===== src/rtl/arb_pkg.sv =====
// arb_pkg: shared types and constants for the memory arbiter slice.
package arb_pkg;

  localparam int unsigned SIZE_W = 3;

  typedef enum logic [1:0] {
    IDLE,
    IBUSY,
    DBUSY,
    RESP
  } arbState_t;

  typedef enum logic {
    OWN_I,
    OWN_D
  } owner_t;

  // Access size code used for every instruction fetch (full word).
  localparam logic [SIZE_W-1:0] SIZE_WORD = 3'b010;

endpackage


===== src/rtl/arb_watchdog.sv =====
// arb_watchdog: counts BUSY cycles and flags the last permitted cycle (count == TIMEOUT-1).
module arb_watchdog #(
  parameter int unsigned TIMEOUT = 16
) (
  input  logic clk,
  input  logic rst,
  input  logic clr,
  input  logic en,
  output logic expire
);

  localparam int unsigned      CNT_W = $clog2(TIMEOUT + 1);
  localparam logic [CNT_W-1:0] LAST  = CNT_W'(TIMEOUT - 1);

  logic [CNT_W-1:0] count;

  // expire is registered alongside the count so it is valid in the same cycle as count == LAST.
  always_ff @(posedge clk or negedge rst) begin
    if (!rst) begin
      count  <= '0;
      expire <= 1'b0;
    end else if (clr) begin
      count  <= '0;
      expire <= (LAST == '0);
    end else if (en && (count != LAST)) begin
      count  <= count + CNT_W'(1);
      expire <= ((count + CNT_W'(1)) == LAST);
    end
  end

endmodule


===== src/rtl/mem_arbiter.sv =====
// mem_arbiter: shares one single-port memory between the fetch and data ports.
// Define ARB_RR_EN for round-robin arbitration under contention; default is fixed data priority.
import arb_pkg::*;

module mem_arbiter #(
  parameter int unsigned ADDR_W  = 32,
  parameter int unsigned DATA_W  = 32,
  parameter int unsigned TIMEOUT = 16
) (
  input  logic              clk,
  input  logic              rst,
  input  logic              iReq,
  input  logic [ADDR_W-1:0] iAddr,
  output logic              iAck,
  output logic [DATA_W-1:0] iRdata,
  input  logic              dReq,
  input  logic              dWen,
  input  logic [SIZE_W-1:0] dSize,
  input  logic [ADDR_W-1:0] dAddr,
  input  logic [DATA_W-1:0] dWdata,
  output logic              dAck,
  output logic [DATA_W-1:0] dRdata,
  output logic              err,
  output logic              memReq,
  output logic              memWen,
  output logic [SIZE_W-1:0] memSize,
  output logic [ADDR_W-1:0] memAddr,
  output logic [DATA_W-1:0] memWdata,
  input  logic [DATA_W-1:0] memRdata,
  input  logic              memReady
);

  arbState_t         state, stateNext;
  logic              memReqNext, memWenNext;
  logic [SIZE_W-1:0] memSizeNext;
  logic [ADDR_W-1:0] memAddrNext;
  logic [DATA_W-1:0] memWdataNext;
  logic              iAckNext, dAckNext, errNext;
  logic [DATA_W-1:0] iRdataNext, dRdataNext;
  logic              wdClr, wdEn, wdExpire;
  owner_t            grant;
  logic              grantValid;
`ifdef ARB_RR_EN
  owner_t            lastGrant, lastGrantNext;
`endif

  arb_watchdog #(.TIMEOUT(TIMEOUT)) uWatchdog (
    .clk    (clk),
    .rst    (rst),
    .clr    (wdClr),
    .en     (wdEn),
    .expire (wdExpire)
  );

  // Data wins by default: it belongs to the older instruction in the pipeline.
  always_comb begin
    grantValid = dReq || iReq;
    grant      = dReq ? OWN_D : OWN_I;
`ifdef ARB_RR_EN
    if (dReq && iReq) begin
      grant = (lastGrant == OWN_D) ? OWN_I : OWN_D;
    end
`endif
  end

  always_comb begin
    stateNext    = state;
    memReqNext   = memReq;
    memWenNext   = memWen;
    memSizeNext  = memSize;
    memAddrNext  = memAddr;
    memWdataNext = memWdata;
    iAckNext     = 1'b0;
    dAckNext     = 1'b0;
    errNext      = 1'b0;
    iRdataNext   = iRdata;
    dRdataNext   = dRdata;
    wdClr        = 1'b0;
    wdEn         = 1'b0;
`ifdef ARB_RR_EN
    lastGrantNext = lastGrant;
`endif
    case (state)
      IDLE: begin
        if (grantValid) begin
          memReqNext = 1'b1;
          wdClr      = 1'b1;
          if (grant == OWN_D) begin
            stateNext    = DBUSY;
            memWenNext   = dWen;
            memSizeNext  = dSize;
            memAddrNext  = dAddr;
            memWdataNext = dWdata;
          end else begin
            stateNext    = IBUSY;
            memWenNext   = 1'b0;
            memSizeNext  = SIZE_WORD;
            memAddrNext  = iAddr;
            memWdataNext = '0;
          end
`ifdef ARB_RR_EN
          lastGrantNext = grant;
`endif
        end
      end
      IBUSY, DBUSY: begin
        wdEn = 1'b1;
        // A memReady in the final watchdog cycle takes precedence over the timeout.
        if (memReady || wdExpire) begin
          stateNext  = RESP;
          memReqNext = 1'b0;
          errNext    = !memReady;
          if (state == IBUSY) begin
            iAckNext   = 1'b1;
            iRdataNext = memReady ? memRdata : '0;
          end else begin
            dAckNext   = 1'b1;
            dRdataNext = (memReady && !memWen) ? memRdata : '0;
          end
        end
      end
      RESP: stateNext = IDLE;
      default: stateNext = IDLE;
    endcase
  end

  always_ff @(posedge clk or negedge rst) begin
    if (!rst) begin
      state    <= IDLE;
      memReq   <= 1'b0;
      memWen   <= 1'b0;
      memSize  <= '0;
      memAddr  <= '0;
      memWdata <= '0;
      iAck     <= 1'b0;
      dAck     <= 1'b0;
      err      <= 1'b0;
      iRdata   <= '0;
      dRdata   <= '0;
    end else begin
      state    <= stateNext;
      memReq   <= memReqNext;
      memWen   <= memWenNext;
      memSize  <= memSizeNext;
      memAddr  <= memAddrNext;
      memWdata <= memWdataNext;
      iAck     <= iAckNext;
      dAck     <= dAckNext;
      err      <= errNext;
      iRdata   <= iRdataNext;
      dRdata   <= dRdataNext;
    end
  end

`ifdef ARB_RR_EN
  always_ff @(posedge clk or negedge rst) begin
    if (!rst) begin
      lastGrant <= OWN_I;
    end else begin
      lastGrant <= lastGrantNext;
    end
  end
`endif

endmodule


===== config.mk =====
export PLATFORM = sky130hd
export DESIGN_NAME = mem_arbiter
export DESIGN_NICKNAME = d
export VERILOG_FILES = /design/src/rtl/arb_pkg.sv /design/src/rtl/arb_watchdog.sv /design/src/rtl/mem_arbiter.sv
export SDC_FILE = /design/constraint.sdc
export NUM_CORES = 1
export LEC_CHECK = 0
export ABC_AREA = 1
export CORE_MARGIN = 2
export CORE_UTILIZATION = 39
export DETAILED_ROUTE_END_ITERATION = 16
export HOLD_SLACK_MARGIN = 0.03
export PLACE_DENSITY = 0.85
export SLEW_MARGIN = 40
export SYNTH_ARGS = -nofsm -noshare
export SYNTH_HDL_FRONTEND = slang
export SYNTH_HIERARCHICAL = 1
export SYNTH_SLANG_ARGS = --single-unit

===== constraint.sdc =====
create_clock -name clk -period 1.6 [get_ports clk]
set_input_delay 0.32 -clock clk [delete_from_list [all_inputs] [get_ports clk]]
set_output_delay 0.32 -clock clk [all_outputs]
set_load 0.01 [all_outputs]

## Word-level counts from Yosys, hierarchy flattened

Index checks and enable logic that the tools add are counted.
Widths: inputs -> output; s select.

- Bitwise operators: 1
- Muxes and demuxes: 29
- Reductions and logical operators: 15
- Add/sub/neg operators: 1
- Eq/ne operators: 7

Operators by type and width:

| kind | number |
|---|---|
| $mux 32 | 4 |
| $mux 1 | 17 |
| $mux 5 | 2 |
| $reduce_and 3->1 | 3 |
| $mux 2 | 3 |
| $pmux 2 s3 | 1 |
| $add 5x1->5 const B | 1 |
| $eq 5x4->1 const B | 1 |
| $ne 5x4->1 const B | 1 |
| $eq 2x2->1 const B | 2 |
| $ne 2x2->1 const B | 2 |
| $reduce_and 2->1 | 2 |
| $reduce_bool 2->1 | 2 |
| $mux 3 | 1 |
| $eq 2x1->1 const B | 1 |
| $logic_and 1x1->1 | 2 |
| $logic_not 1->1 | 2 |
| $logic_not 2->1 | 1 |
| $logic_or 1x1->1 | 2 |
| $pmux 1 s2 | 1 |
| $reduce_or 2->1 | 1 |
| $not 1->1 | 1 |

- Register bits: 144
- Logic and storage cells: 66

## Logic depth before layout (Yosys ltp)

- Word-level depth: 6
- Depth in mapped cells: 11

## Hierarchy

The synthesis kept the hierarchy.

Modules (own cells, without submodules):

| module | area an instance (um^2) | cells each | times used | sequential area each (um^2) |
|---|---|---|---|---|
| mem_arbiter | 6,331.1 | 789 | 1 | 3,453.3 |
| arb_watchdog | 352.8 | 43 | 1 | 150.1 |

## Worst setup path after synthesis

No wires, ideal clock.

- Kind: reg2reg
- Start: register state[0]
- End: register uWatchdog.expire
- Data arrival time: 1,467 ps
- Stages on the path, launching flop included: 12
- Path slack: 68 ps
- Buffers on the path: 2
- Setup time: 65 ps
- Data required time: 1,535 ps
- Cells stage by stage: dfrtp_1 -> inv_1 -> ha_1 -> buf_2 -> nand2_2 -> nand2_2 -> buf_2 -> inv_2 -> nand3_4 -> nor2_2 -> nand3_1 -> nand2_1

- Elaborated cells between the ends (all ways): 9
- Those cells by class: eq/ne: 2; mux: 3; reduce/logical: 4

RTL lines:

| what | line | source |
|---|---|---|
| start: declaration | mem_arbiter.sv:33 | `arbState_t state, stateNext;` |
| start signal: assignment | mem_arbiter.sv:141 | `state <= stateNext;` |
| $logic_not 2->1 * | mem_arbiter.sv:83 | `case (state)` |
| $mux 1 * | mem_arbiter.sv:83 |  |
| via wdClr | mem_arbiter.sv:40 | `logic wdClr, wdEn, wdExpire;` |
| $mux 1 or $reduce_bool 2->1 (tied branches) | - |  |
| end signal: assignment | arb_watchdog.sv:24 | `expire <= (LAST == '0);` |
| end signal: assignment | arb_watchdog.sv:27 | `expire <= ((count + CNT_W'(1)) == LAST);` |
| end: declaration | arb_watchdog.sv:9 | `output logic expire` |

The timed path passes the listed nets; every way through them passes the cells marked *.
A chain may end at the register's enable or synchronous reset.

## Final worst setup path

- Start: register state[0]
- End: register iRdata[21]

- Cells in the longest elaborated chain, start to end: 3
- Elaborated cells between the ends (all ways): 4
- Those cells by class: eq/ne: 2; reduce/logical: 2

RTL lines:

| what | line | source |
|---|---|---|
| $eq 2x1->1 or $eq 2x2->1 (tied branches) | mem_arbiter.sv:83, mem_arbiter.sv:113 |  |
| $reduce_or 2->1 | mem_arbiter.sv:83 |  |
| $reduce_and 3->1 (no source line) * | - |  |
| end signal: assignment | mem_arbiter.sv:150 | `iRdata <= iRdataNext;` |
| end: declaration | mem_arbiter.sv:15 | `output logic [DATA_W-1:0] iRdata,` |

Mark *: on every way between the ends. The rest lies on a longest branch, timed or not.

==> run metrics <==
total wire length 20600 um; WP buf/inv 4; reg2reg end iRdata[21]; Sink Count 144; Synth area leader dfrtp_1; Mean Syn Cell Area 8.03 um2; placed instance area 9670 um2; first-pass GRT wire length 32100 um; Detail Placement HPWL 14100 um; clk root buf clkbuf_16; Total GRT Usage 22.4%; CTS Buffer Depth 2; die area 18200 um2; Worst Max-Slew Pin Slew 0.515 ns; ant diodes 0; Startpoint Class register; Final Cell Area 10200 um2; Post-synth EDFFs 0; wire length per cell 15.4 um; I/O pins 273; maximum fanout along the worst path 8; Pwr Total 16.8 mW; Routed Antenna Nets 0; cells after synthesis 832; port bufs 272; P per Cell Area 1650 nW/um2; GRT overflow 0; Lkg Pwr 5.75 nW; CP endpoint kind register; Main synth FF type dfrtp_1; DR iter-0 viols 360; die height 135 um; CTS tree yes; max capacitance violation total 0; hold_ws 0.386 ns; fin crit share 96.5%; crit path cell chain inv_1, ha_4, buf_4, inv_2, nor2_4, buf_12, nand2_4, nand2_1, nand2_1; Via density 4.98; distinct cell type count after synthesis 24; Placer Congestion 0.833; Max Fclk 648 MHz; ys async rst share 100%; Final #Nets 1251; clock latency on the worst-skew pair 0.42 ns; crit-path most repeated cell nand2_1; VDD IR max 0.00100 V; core region area 16600 um2; r2r startpoint state[0]; # DRC 0; clock-pin slew of the registers on the worst-case setup and hold paths 0.06 ns; DRT Pass-1 Iters 5; Area Overhead vs Synth 52.8%; CTS buffer count 17; post-synthesis sequential element count 144; vias in the first global route 6410; post-synth top area share 53.9%; syn nets 975; Data arrival, critical path 1.85 ns; Horiz. Die Dim 135 um; final count of pins violating max slew 0; H-tree depth 4; critical path class reg2reg; Min-Delay Path Class in2async; initial antenna violation count 0; slowest stage delay, CP 0.35 ns; Worst Skew 0.00710 ns; CP required 1.91 ns; largest net degree at the start of global routing 46; register area share after synthesis 53.9%; worst r2r path cells 9; num rows 47; share of cells above drive strength 1 8.39%; status completed; setup_tns 0 ns; final-report hold violation count 0; via count 6668; Worst path top cell family by delay buffers and inverters; r2r setup slk 0.06 ns; crit path max-delay cell type dfrtp_1; Final min period 1.54 ns; Starting Density 40.2%; Mapped Area 6680 um2; # setup viols final 0; Yosys warning total 6; ranking of synthesized cells by area dfrtp_1, nand2_1, nand3_1; Max-slew headroom 65.6%
==> worst max path at each step <==
| stage | start | to | depth (start not counted) | slack [ns] |
|---|---|---|---|---|
| after CTS | memReady | dRdata[0] | 5 | 0.002 |
| after detailed placement | memReady | iRdata[20] | 5 | -0.42 |
| after global routing | state[0] | dRdata[31] | 6 | -0.008 |
| after global placement | memReady | iRdata[0] | 5 | -0.37 |
| final | state[0] | iRdata[21] | 9 | 0.06 |
| after floorplan | state[0] | uWatchdog/expire | 11 | 0.07 |
==> synthesized netlist by cell type, types with 2 or more instances <==
library cell  number
clkbuf_1           9
nor2_4             4
nand3_1          138
o21ai_0           34
clkbuf_2           3
buf_2             27
ha_1               6
dfrtp_1          144
inv_1             47
o21ai_1            3
buf_4              9
nand2_1          378
inv_2              4
buf_6              7
nand2_2            6
nor2_1             4
o22ai_1            2
==> sequential cells by signal, summed over array words and instances, names as in the netlist <==
signal            flops
iAck                  1
memWdata             32
memSize               3
uWatchdog/expire      1
memReq                1
iRdata               32
uWatchdog/count       5
dAck                  1
dRdata               32
err                   1
memAddr              32
state                 2
memWen                1
==> cell families (layout without fill, tap and decap cells) <==
kind of cell | after synthesis | after routing | synth area share, %
fa+ha+maj | 6 | 6 | 1.12
flops | 144 | 144 | 53.9
simple gates | 535 | 540 | 33.9
compound gates | 41 | 41 | 3.22
buf+inv | 106 | 389 | 7.81
==> cell usage in the layout (no fill, tap or decap), drive strengths merged <==
cell type and count:
nor2 12, buf 36, clkbuf 20, dlygate4sd3 1, clkdlybuf4s50 134, clkinv 2, dlygate4sd2 136, o22ai 2
inv 58, clkinvlp 2, nand3 139, o21ai 38, ha 6, nand4 1, nand2 388, o22a 1
dfrtp 144
==> metal layers <==
metal,track usage (%),vias to the layer above,share of wire (%)
met5,0,-,0
met4,7.72,0,2.4
met3,6.49,40,9.6
met2,37.5,354,48
met1,27.9,3093,40
li1,-,3181,-
==> where the power goes <==
group	internal (mW)	switching [mW]	leakage, nW	total (mW)
registers	5.05	0.771	1.87	5.82
clock network	2.10	1.60	0.265	3.70
logic	3.13	4.18	3.62	7.31
==> through the flow <==
stage               std cells  setup slack [ns]  util [%]
global route             1340          -0.00838      61.4
floorplan                 832            0.0682         -
CTS                      1334           0.00188      60.8
finish                   1340            0.0562      61.4
detailed placement       1299            -0.420      58.1
global placement         1299            -0.366      58.1
==> worst reg2reg max path, delay by kind of cell, from the launching register on <==
family	cells	cell delay [ns]
adders and majority gates	1	0.28
buffers and inverters	4	0.43
DFF	1	0.35
and+or+nand+nor	4	0.35
==> repair_timing <==
action | 4_1_cts | 5_1_grt
pin swaps | 4 | 0
hold buffers | 1 | 0
gates resized for setup | 139 | 6
buffers inserted | 1 | 3
setup endpoints to repair | 171 | 76
endpoints found under the hold margin | 37 | 0
gates cloned | 2 | 3
==> layout make-up <==
cell class                      count  area [um2]
Fill cell                        1480        6430
Tap cell                          220         275
Sequential cell                   144        3600
Clock inverter                     11        93.8
Clock buffer                       20         457
Timing Repair Buffer              307        2940
Multi-Input combinational cell    587        2650
Inverter                           51         191
Power figures use the tool's default switching activity.
